$ cat config.mk
export PLATFORM = sky130hd
export DESIGN_NAME = adc_multi_capture_flat
export DESIGN_NICKNAME = d
export VERILOG_FILES = /design/src/rtl/adc_multi_capture_if.sv /design/src/rtl/adc_multi_capture.sv /design/src/flat_wrapper.sv
export SDC_FILE = /design/constraint.sdc
export NUM_CORES = 1
export LEC_CHECK = 0
export CORE_ASPECT_RATIO = 1.25
export CORE_MARGIN = 3
export CORE_UTILIZATION = 53
export CTS_CLUSTER_SIZE = 16
export DETAILED_ROUTE_END_ITERATION = 12
export PLACE_DENSITY_LB_ADDON = 0.1
export SLEW_MARGIN = 25
export SYNTH_ARGS = -nofsm -noshare
export SYNTH_HDL_FRONTEND = slang
export SYNTH_SLANG_ARGS = --single-unit
$ cat constraint.sdc
create_clock -name clk210_p -period 3.8 [get_ports clk210_p]
set_input_delay 1.14 -clock clk210_p [delete_from_list [all_inputs] [get_ports clk210_p]]
set_output_delay 1.14 -clock clk210_p [all_outputs]
set_load 0.005 [all_outputs]
$ cat src/rtl/adc_multi_capture_if.sv
// Packet read port of adc_multi_capture.
// rd_req_p/rd_ack_p handshake, head packet, FIFO flags, overflow count.
interface adc_multi_capture_if #(
  parameter int NUM_CH = 4,
  parameter int DATA_W = 16
);
  localparam int PKT_W = 8 + NUM_CH * DATA_W;

  logic             rd_req_p;
  logic             rd_ack_p;
  logic [PKT_W-1:0] data_packet_p;
  logic             fifo_empty_p;
  logic             fifo_full_p;
  logic [7:0]       overflow_cnt_p;

  modport master (
    output rd_req_p,
    input  rd_ack_p,
    input  data_packet_p,
    input  fifo_empty_p,
    input  fifo_full_p,
    input  overflow_cnt_p
  );

  modport slave (
    input  rd_req_p,
    output rd_ack_p,
    output data_packet_p,
    output fifo_empty_p,
    output fifo_full_p,
    output overflow_cnt_p
  );
endinterface

$ cat src/rtl/adc_multi_capture.sv
// Multi-channel serial ADC capture: cnv/sck sequencing, packet FIFO.
// Ports: clk210_p, reset_p, control inputs, sdo_p in, cnv_p/sck_p/busy_p out, rd_if read port.
module adc_multi_capture #(
  parameter int NUM_CH     = 4,
  parameter int DATA_W     = 16,
  parameter int SCK_DIV    = 2,
  parameter int CONV_CYC   = 150,
  parameter int FIFO_DEPTH = 4
) (
  input  logic              clk210_p,
  input  logic              reset_p,
  input  logic              enable_p,
  input  logic              continuous_p,
  input  logic              trigger_p,
  input  logic [15:0]       sample_period_p,
  input  logic [NUM_CH-1:0] sdo_p,
  output logic              cnv_p,
  output logic              sck_p,
  output logic              busy_p,
  adc_multi_capture_if.slave rd_if
);
  localparam int PKT_W = 8 + NUM_CH * DATA_W;
  localparam int AW    = $clog2(FIFO_DEPTH);
  localparam int CW    = $clog2(CONV_CYC) + 1;
  localparam int PW    = $clog2(2 * SCK_DIV) + 1;
  localparam int BW    = $clog2(DATA_W) + 1;

  typedef enum logic [2:0] {
    S_IDLE, S_CONV, S_SHIFT, S_STORE, S_WAIT
  } state_t;

  state_t r_state;
  state_t w_nxt;

  logic [CW-1:0] r_ccnt;
  logic [PW-1:0] r_ph;
  logic [BW-1:0] r_bit;
  logic [15:0]   r_since;
  logic          r_cnv;
  logic          r_sck;
  logic [NUM_CH-1:0][DATA_W-1:0] r_sh;

  logic [PKT_W-1:0] r_mem [FIFO_DEPTH];
  logic [AW-1:0]    r_wp;
  logic [AW-1:0]    r_rp;
  logic [AW:0]      r_cnt;
  logic             r_ack;
  logic [PKT_W-1:0] r_dout;
  logic [7:0]       r_seq;
  logic [7:0]       r_ovf;

  logic w_conv_done;
  logic w_ph_last;
  logic w_sample;
  logic w_shift_done;
  logic w_elapsed;
  logic w_start;
  logic w_empty;
  logic w_full;
  logic w_pop;
  logic w_push;
  logic w_store;

  assign w_conv_done  = r_ccnt == CW'(CONV_CYC - 1);
  assign w_ph_last    = r_ph == PW'(2 * SCK_DIV - 1);
  assign w_sample     = (r_state == S_SHIFT) && (r_ph == PW'(SCK_DIV - 1));
  assign w_shift_done = w_ph_last && (r_bit == BW'(DATA_W - 1));
  // r_since counts edges since the last cnv_p rise; one more edge lands on it
  assign w_elapsed    = (17'(r_since) + 17'd1) >= 17'(sample_period_p);
  assign w_start      = (w_nxt == S_CONV) && (r_state != S_CONV);

  assign w_empty = r_cnt == '0;
  assign w_full  = r_cnt == (AW+1)'(FIFO_DEPTH);
  // r_ack gating gives one pop per two cycles under a held request
  assign w_pop   = rd_if.rd_req_p && !w_empty && !r_ack;
  assign w_store = r_state == S_STORE;
  assign w_push  = w_store && (!w_full || w_pop);

  always_ff @(posedge clk210_p) begin
    if (reset_p) r_state <= S_IDLE;
    else         r_state <= w_nxt;
  end

  always_comb begin
    w_nxt = r_state;
    unique case (r_state)
      S_IDLE:  if (enable_p && (continuous_p || trigger_p)) w_nxt = S_CONV;
      S_CONV:  if (w_conv_done) w_nxt = S_SHIFT;
      S_SHIFT: if (w_shift_done) w_nxt = S_STORE;
      S_STORE: begin
        if (continuous_p && enable_p) w_nxt = w_elapsed ? S_CONV : S_WAIT;
        else                          w_nxt = S_IDLE;
      end
      S_WAIT: begin
        if (!enable_p)     w_nxt = S_IDLE;
        else if (w_elapsed) w_nxt = S_CONV;
      end
      default: w_nxt = S_IDLE;
    endcase
  end

  always_ff @(posedge clk210_p) begin
    if (reset_p) begin
      r_ccnt  <= '0;
      r_ph    <= '0;
      r_bit   <= '0;
      r_since <= '0;
      r_cnv   <= 1'b0;
      r_sck   <= 1'b0;
      r_sh    <= '0;
    end else begin
      r_cnv  <= w_nxt == S_CONV;
      r_ccnt <= (r_state == S_CONV) ? r_ccnt + 1'b1 : '0;
      if (r_state == S_SHIFT) begin
        r_ph <= w_ph_last ? '0 : r_ph + 1'b1;
        if (w_ph_last) r_bit <= r_bit + 1'b1;
      end else begin
        r_ph  <= '0;
        r_bit <= '0;
      end
      if (w_sample)                              r_sck <= 1'b1;
      else if (r_state != S_SHIFT || w_ph_last) r_sck <= 1'b0;
      if (w_sample) begin
        for (int i = 0; i < NUM_CH; i++)
          r_sh[i] <= {r_sh[i][DATA_W-2:0], sdo_p[i]};
      end
      if (w_start)              r_since <= '0;
      else if (r_since != '1)   r_since <= r_since + 1'b1;
    end
  end

  always_ff @(posedge clk210_p) begin
    if (w_push) r_mem[r_wp] <= {r_seq, r_sh};
  end

  always_ff @(posedge clk210_p) begin
    if (reset_p) begin
      r_wp   <= '0;
      r_rp   <= '0;
      r_cnt  <= '0;
      r_ack  <= 1'b0;
      r_dout <= '0;
      r_seq  <= '0;
      r_ovf  <= '0;
    end else begin
      r_ack <= w_pop;
      if (w_pop) begin
        r_dout <= r_mem[r_rp];
        r_rp   <= r_rp + 1'b1;
      end
      if (w_push) r_wp <= r_wp + 1'b1;
      if (w_push && !w_pop)      r_cnt <= r_cnt + 1'b1;
      else if (!w_push && w_pop) r_cnt <= r_cnt - 1'b1;
      if (w_store) begin
        r_seq <= r_seq + 1'b1;
        if (!w_push && r_ovf != 8'hFF) r_ovf <= r_ovf + 1'b1;
      end
    end
  end

  assign cnv_p                = r_cnv;
  assign sck_p                = r_sck;
  assign busy_p               = r_state != S_IDLE;
  assign rd_if.rd_ack_p       = r_ack;
  assign rd_if.data_packet_p  = r_dout;
  assign rd_if.fifo_empty_p   = w_empty;
  assign rd_if.fifo_full_p    = w_full;
  assign rd_if.overflow_cnt_p = r_ovf;
endmodule

$ cat src/flat_wrapper.sv
// flat-port wrapper written by rule: the top's interface ports become plain ports
module adc_multi_capture_flat 
#(
  parameter int NUM_CH     = 4,
  parameter int DATA_W     = 16,
  parameter int SCK_DIV    = 2,
  parameter int CONV_CYC   = 150,
  parameter int FIFO_DEPTH = 4
)
  (clk210_p, reset_p, enable_p, continuous_p, trigger_p, sample_period_p, sdo_p, cnv_p, sck_p, busy_p, rd_if_rd_req_p, rd_if_rd_ack_p, rd_if_data_packet_p, rd_if_fifo_empty_p, rd_if_fifo_full_p, rd_if_overflow_cnt_p);
  adc_multi_capture_if #(.NUM_CH(NUM_CH), .DATA_W(DATA_W)) rd_if_i ();
  input  logic clk210_p;
  input  logic reset_p;
  input  logic enable_p;
  input  logic continuous_p;
  input  logic trigger_p;
  input  logic [15:0] sample_period_p;
  input  logic [NUM_CH-1:0] sdo_p;
  output logic cnv_p;
  output logic sck_p;
  output logic busy_p;
  input wire logic [$bits(rd_if_i.rd_req_p)-1:0] rd_if_rd_req_p;
  output wire logic [$bits(rd_if_i.rd_ack_p)-1:0] rd_if_rd_ack_p;
  output wire logic [$bits(rd_if_i.data_packet_p)-1:0] rd_if_data_packet_p;
  output wire logic [$bits(rd_if_i.fifo_empty_p)-1:0] rd_if_fifo_empty_p;
  output wire logic [$bits(rd_if_i.fifo_full_p)-1:0] rd_if_fifo_full_p;
  output wire logic [$bits(rd_if_i.overflow_cnt_p)-1:0] rd_if_overflow_cnt_p;
  assign rd_if_i.rd_req_p = rd_if_rd_req_p;
  assign rd_if_rd_ack_p = rd_if_i.rd_ack_p;
  assign rd_if_data_packet_p = rd_if_i.data_packet_p;
  assign rd_if_fifo_empty_p = rd_if_i.fifo_empty_p;
  assign rd_if_fifo_full_p = rd_if_i.fifo_full_p;
  assign rd_if_overflow_cnt_p = rd_if_i.overflow_cnt_p;
  adc_multi_capture #(.NUM_CH(NUM_CH), .DATA_W(DATA_W), .SCK_DIV(SCK_DIV), .CONV_CYC(CONV_CYC), .FIFO_DEPTH(FIFO_DEPTH)) u_core (.clk210_p(clk210_p), .reset_p(reset_p), .enable_p(enable_p), .continuous_p(continuous_p), .trigger_p(trigger_p), .sample_period_p(sample_period_p), .sdo_p(sdo_p), .cnv_p(cnv_p), .sck_p(sck_p), .busy_p(busy_p), .rd_if(rd_if_i));
endmodule
* Word level (Yosys, flattened, before mapping)
Memories as Yosys holds them, arrays and structs flattened. A register that Yosys moved wholly into a read port is not among the register bits.
Cells that the tools add are included.
** Word-level totals
- Register bits after elaboration :: 126
- Memory bits (writable) :: 288
- Output and inout port bits :: 86
- Word-level logic and storage cells :: 89
- Memories :: 1
** Cells by class
- $add $sub $neg :: 11
- Magnitude comparators :: 1
- Eq/ne operators :: 14
- Mux-type cells :: 14
- Bitwise logic cells :: 2
- Reduce and logical (&&, ||, !) cells :: 29
** Memories
- u_core.r_mem :: words 4, bits a word 72, rd ports 1, clocked after memory_dff 1, wr ports 1, line adc_multi_capture.sv:43 : logic [PKT_W-1:0] r_mem [FIFO_DEPTH];
** Operators with widths (number)
- 3-bit two-way mux :: 9
- 16-bit by 1-bit adder with 17-bit output, second input constant :: 1
- 17-bit by 16-bit greater-or-equal comparator with 1-bit output :: 1
- 16-bit by 1-bit adder with 16-bit output, second input constant :: 1
- 8-bit by 1-bit adder with 8-bit output, second input constant :: 2
- 16-bit inequality test, second input constant :: 1
- 3-bit case mux with 5 select lines :: 1
- 1-bit logical AND :: 11
- 9-bit by 1-bit adder with 9-bit output, second input constant :: 1
- 3-bit by 1-bit equality test with 1-bit output, second input constant :: 3
- 3-bit by 2-bit equality test with 1-bit output, second input constant :: 3
- 9-bit by 8-bit equality test with 1-bit output, second input constant :: 1
- 8-bit inequality test, second input constant :: 1
- 3-bit by 1-bit adder with 3-bit output, second input constant :: 2
- 3-bit equality test, second input constant :: 2
- 3-bit logical NOT :: 2
- 2-bit OR reduction :: 3
- 5-bit by 1-bit adder with 5-bit output, second input constant :: 1
- 5-bit by 4-bit equality test with 1-bit output, second input constant :: 1
- 1-bit logical NOT :: 5
- 2-bit by 1-bit adder with 2-bit output, second input constant :: 2
- 1-bit two-way mux :: 4
- 2-bit nonzero test :: 2
- 1-bit logical OR :: 3
- other kinds (7) :: 8

* Longest topological paths before layout
- Word-level depth :: 10
- Mapped depth :: 12
- Mapped depth without buffers :: 11

* Worst setup path after synthesis
Ideal clock, no wire load.
- Path type :: input to register
- Start point :: input rd_if_rd_req_p
- End point :: memory u_core.r_mem[1][0] (netlist name) (enable)
- Data arrival time :: 3.249 ns
- Data required time :: 3.362 ns
- Path slack :: 0.113 ns
- Stages on the path :: 3
- Path buffers :: 0
- Cells stage by stage :: nand2b_1 a21boi_2 and2_1
** On the way
- Word-level cells in the longest chain between the ends :: 6
** Ends and longest elaborated chain
- start: declaration :: line flat_wrapper.sv:22 : input wire logic [$bits(rd_if_i.rd_req_p)-1:0] rd_if_rd_req_p;
- 1-bit logical AND (2 in series) :: line adc_multi_capture.sv:75 : assign w_pop = rd_if.rd_req_p && !w_empty && !r_ack;
- 1-bit logical OR :: line adc_multi_capture.sv:77 : assign w_push = w_store && (!w_full || w_pop);
- 1-bit logical AND :: line adc_multi_capture.sv:77
- via u_core.w_push :: line adc_multi_capture.sv:61 : logic w_push;
- 1-bit two-way mux :: line adc_multi_capture.sv:133 : if (w_push) r_mem[r_wp] <= {r_seq, r_sh};
- 1-bit two-way mux (implied by the code) :: line adc_multi_capture.sv:133
- end: declaration :: line adc_multi_capture.sv:43
The timed path passes the listed nets, and every way through them passes these cells.

* Final worst setup path
- Start point :: register u_core.r_since[0]
- End point :: register u_core.r_cnv, in the netlist u_core.cnv_p
** On the way
- Word-level cells in the longest chain between the ends :: 6
- Elaborated cells between the ends (all ways) :: 8
- Those cells by class :: add/sub (1); order compare (1); eq/ne (1); mux (5)
** Ends and longest elaborated chain
- start: declaration :: line adc_multi_capture.sv:38 : logic [15:0] r_since;
- start signal: assignment :: line adc_multi_capture.sv:128 : else if (r_since != '1) r_since <= r_since + 1'b1;
- 16-bit by 1-bit adder with 17-bit output (*) :: line adc_multi_capture.sv:69 : assign w_elapsed = (17'(r_since) + 17'd1) >= 17'(sample_period_p);
- 17-bit by 16-bit greater-or-equal comparator with 1-bit output (*) :: line adc_multi_capture.sv:69
- 3-bit two-way mux (on tied branches) :: line adc_multi_capture.sv:96, adc_multi_capture.sv:91
- 3-bit two-way mux (on tied branches) :: line adc_multi_capture.sv:95, adc_multi_capture.sv:91
- 3-bit case mux with 5 select lines (*) :: line adc_multi_capture.sv:86 : unique case (r_state)
- 3-bit by 1-bit equality test with 1-bit output (*) :: line adc_multi_capture.sv:112 : r_cnv <= w_nxt == S_CONV;
- end signal: assignment :: line adc_multi_capture.sv:108 : r_cnv <= 1'b0;
- end signal: assignment :: line adc_multi_capture.sv:112
- end: declaration :: line adc_multi_capture.sv:39 : logic r_cnv;
Every way passes the cells marked *; elsewhere a longest branch is shown, timed or not.
A chain may end at the register's enable or synchronous reset.

==> results.md <==
- Initial antenna violation count: 0
- Slew Limit Fails: 0
- Total leakage power: 7.11 nW
- Via/cell ratio: 5.40
- Mux share of post-synthesis cell area: 9.09%
- Worst path arrival time: 3680 ps
- I/O pins: 112
- Post-Synthesis Cells: 1356
- Syn-to-layout area delta: 17.4%
- Core area: 33900 sq um
- Clk sinks: 486
- Starting Density: 54.3%
- Compound-cell area share of the yosys netlist: 5.60%
- Hold Vio Cnt, Final: 0
- Status: finished, final reports clean
- Placer congestion estimate: 0.752
- Crit end category: flop
- RSZ-0062 raised after global routing: false
- Worst Path Required: 4200 ps
- Avg Inst Size Synth: 13.6 sq um
- First-pass GRT wire length: 56.7 mm
- Crit path time final: 3280 ps
- Most common cell after layout, fill and taps aside: nand2_1
- Max frequency: 305 MHz
- Post-cts hold buffer count: 0
- Worst Setup Slack, final: 523 ps
- Max VDD drop: 0.307 mV
- Die ar.: 37000 sq um
- Ratio of cells with drive above 1 in the final layout: 12.9%
- Number of gates resized after cts: 0
- Longest Clk Path Bufs: 3
- Die width: 173 um
- Yosys warns: 0
- Fin Hold WS: 452 ps
- DIE HEIGHT: 214 um
- DRT Pass-1 Iters: 5
- Root buffer cell: clkbuf_16
- Worst-margin pin slew: 933 ps
- Most frequent cells in the layout: nand2_1 (290), edfxtp_1 (288), dfxtp_1 (196), a21oi_1 (152), clkdlybuf4s50_1 (110)
- Iteration-0 DRC Markers: 602
- Vias in the first global route: 10800
- Drt total wl: 34.7 mm
- Input/output buffers: 111
- GRT overflow: 0
- Fraction of registers with async set/reset: 0%
- Largest family of logic cells by synthesized area: simple AND/OR/NAND/NOR gates
- Maxcap violations: 0
- Clk_lat worst skew: 550 ps
- Simple logic cell fraction of the synthesized area: 10.1%
- Place WS: 181 ps
- Synth Area in Adders: 2.22%
- P per Cell Area: 567 nW/um^2
- Overall routing resource usage: 18.8%
- Tcrit/Tclk final: 86.2%
- Final Skew: 18.5 ps
- Ant diodes: 0
- Worst hold path type: flop to flop
- Number of synthesized flops with an enable pin: 288
- Mean routed wirelength per cell: 17.6 um
- Type of the worst setup path: flop to flop
- Post CTS Setup Buffer Count: 0
- Top_reg_cell synth: edfxtp_1
- Post-DP HPWL: 19.6 mm
- Power Total: 0.0122 W
- # rows: 75
- TNS Setup: 0 ps
- Vias post-DR: 10600
- Worst Path Max Fanout: 6
- Number of H-tree levels: 2
- Mapped Area: 18400 sq um
- Post-Synth XOR/XNOR Area: 2.10%
- Final setup fails: 0
- Post-synth net total: 1414
- Library cells used by synthesis: 52
- Register area share after synthesis: 68.6%
- Slew margin rel.: 37.8%
- CTS tree: yes
- Pin count of the biggest net entering global routing: 163
- Startpoint types: flop
- # DRC: 0
- Antenna viol nets, final: 0
- CTS Buf Count: 45
- Fill cells: 2539
- CTS clk-pin slew, worst paths: 60 ps
- Net total in the final layout: 1525
- #FFs+latches synth: 486
-- power by group --
| part | internal (W) | switching, W |
|---|---|---|
| Clock | 0.00258 | 0.00185 |
| Combinational | 0.000958 | 0.000894 |
| Sequential | 0.00576 | 0.000213 |
-- synthesized netlist by cell type (2+ instances only) --
| library cell | n | share of area, % |
|---|---|---|
| and4b_1 | 2 | 0.11 |
| a31oi_1 | 2 | 0.068 |
| nand4_1 | 13 | 0.44 |
| and2_1 | 7 | 0.24 |
| nand4b_1 | 2 | 0.095 |
| nand2_1 | 290 | 5.9 |
| and3_1 | 7 | 0.24 |
| mux2i_1 | 5 | 0.27 |
| buf_2 | 14 | 0.38 |
| a211oi_1 | 2 | 0.082 |
| nor4_2 | 2 | 0.14 |
| or3_1 | 5 | 0.17 |
| xor2_1 | 23 | 1.1 |
| a21oi_1 | 152 | 4.1 |
| and4_1 | 6 | 0.29 |
| o21ai_0 | 7 | 0.19 |
| nor2_1 | 57 | 1.2 |
| a2111oi_0 | 2 | 0.095 |
| dfxtp_1 | 198 | 22 |
| xnor2_1 | 21 | 1.0 |
| buf_6 | 2 | 0.12 |
| mux4_2 | 72 | 8.8 |
| a21o_1 | 3 | 0.12 |
| clkbuf_1 | 47 | 0.96 |
| inv_1 | 27 | 0.55 |
| edfxtp_1 | 288 | 47 |
| ha_1 | 31 | 2.1 |
| nand3_1 | 14 | 0.38 |
| nand2b_1 | 3 | 0.10 |
| buf_1 | 10 | 0.20 |
| nor3_1 | 10 | 0.27 |
| a21oi_2 | 10 | 0.48 |
| nor3b_1 | 3 | 0.12 |
-- metal layers --
layer,global-route usage [%],wire (um),vias up,part of all wire [%]
li1,-,-,5109,-
met2,34.3,18300,200,53
met1,23.4,14300,5262,41
met3,2.75,1340,55,3.9
met5,0,0,-,0
met4,5.55,790,0,2.3
-- kinds of logic (layout without fill, tap and decap cells) --
logic type	after synthesis	count (layout)
buffers and inverters	101	249
multiplexers	77	77
XOR/XNOR	44	44
AO/OA/AOI/OAI	186	186
adder cells (fa/ha/maj)	32	32
flip-flops	486	486
AND/OR/NAND/NOR	430	430
-- flip-flops by register name, summed over array words and instances (netlist names) --
name	cells
u_core.r_cnt	3
u_core.cnv_p	1
u_core.r_mem	288
u_core.rd_if.rd_ack_p	1
u_core.r_bit	5
u_core.r_state	3
u_core.sck_p	1
u_core.r_ccnt	9
u_core.r_seq	8
u_core.r_wp	2
u_core.r_ph	3
u_core.r_rp	2
u_core.rd_if.data_packet_p	72
u_core.rd_if.overflow_cnt_p	8
u_core.r_sh	64
u_core.r_since	16
-- path summary, 6_finish.rpt --
kind                                                            startpoint                                          to  slack [ps]  depth (start not counted)
worst min-delay path            u_core.rd_if.data_packet_p[7]$_SDFFE_PP0P_  u_core.rd_if.data_packet_p[7]$_SDFFE_PP0P_         450                          2
worst min register to register  u_core.rd_if.data_packet_p[7]$_SDFFE_PP0P_  u_core.rd_if.data_packet_p[7]$_SDFFE_PP0P_         450                          2
worst max-delay path                        u_core.r_since[0]$_SDFFE_PP0P_                     u_core.cnv_p$_SDFF_PP0_         520                         11
worst max register to register              u_core.r_since[0]$_SDFFE_PP0P_                     u_core.cnv_p$_SDFF_PP0_         520                         11
-- final cells by class --
| cell class | count | area, sq um | share of cell area, % |
|---|---|---|---|
| sequential | 486 | 12600 | 58.4 |
| clock buffer | 59 | 1240 | 5.75 |
| timing repair buffer | 138 | 1450 | 6.73 |
| inverter | 27 | 101 | 0.469 |
| multi-input combinational | 769 | 5380 | 24.9 |
| tap | 462 | 578 | 2.68 |
| clock inverter | 25 | 223 | 1.03 |
-- critical path: stages, from the launching register on --
cell and delay (ps):
dfxtp_1 410, ha_1 210, nand3_1 230, nor2_1 200, and2_1 220, xor2_1 230, ha_1 290, a21o_1 170
a21o_1 190, a31o_2 210, o41ai_1 620, a211oi_1 160
-- per-stage QoR --
| step | util, % | instance area, sq um | instances |
|---|---|---|---|
| 4_1_cts | 63.8 | 21600 | 1966 |
| 5_1_grt | 63.8 | 21600 | 1966 |
| 3_3_place_gp | 59.4 | 20100 | 1882 |
| 3_5_place_dp | 59.4 | 20100 | 1882 |
| 6_report | 63.8 | 21600 | 1966 |
| 2_1_floorplan | - | 18400 | 1356 |
Note: power is estimated with default switching activity, not from simulation.
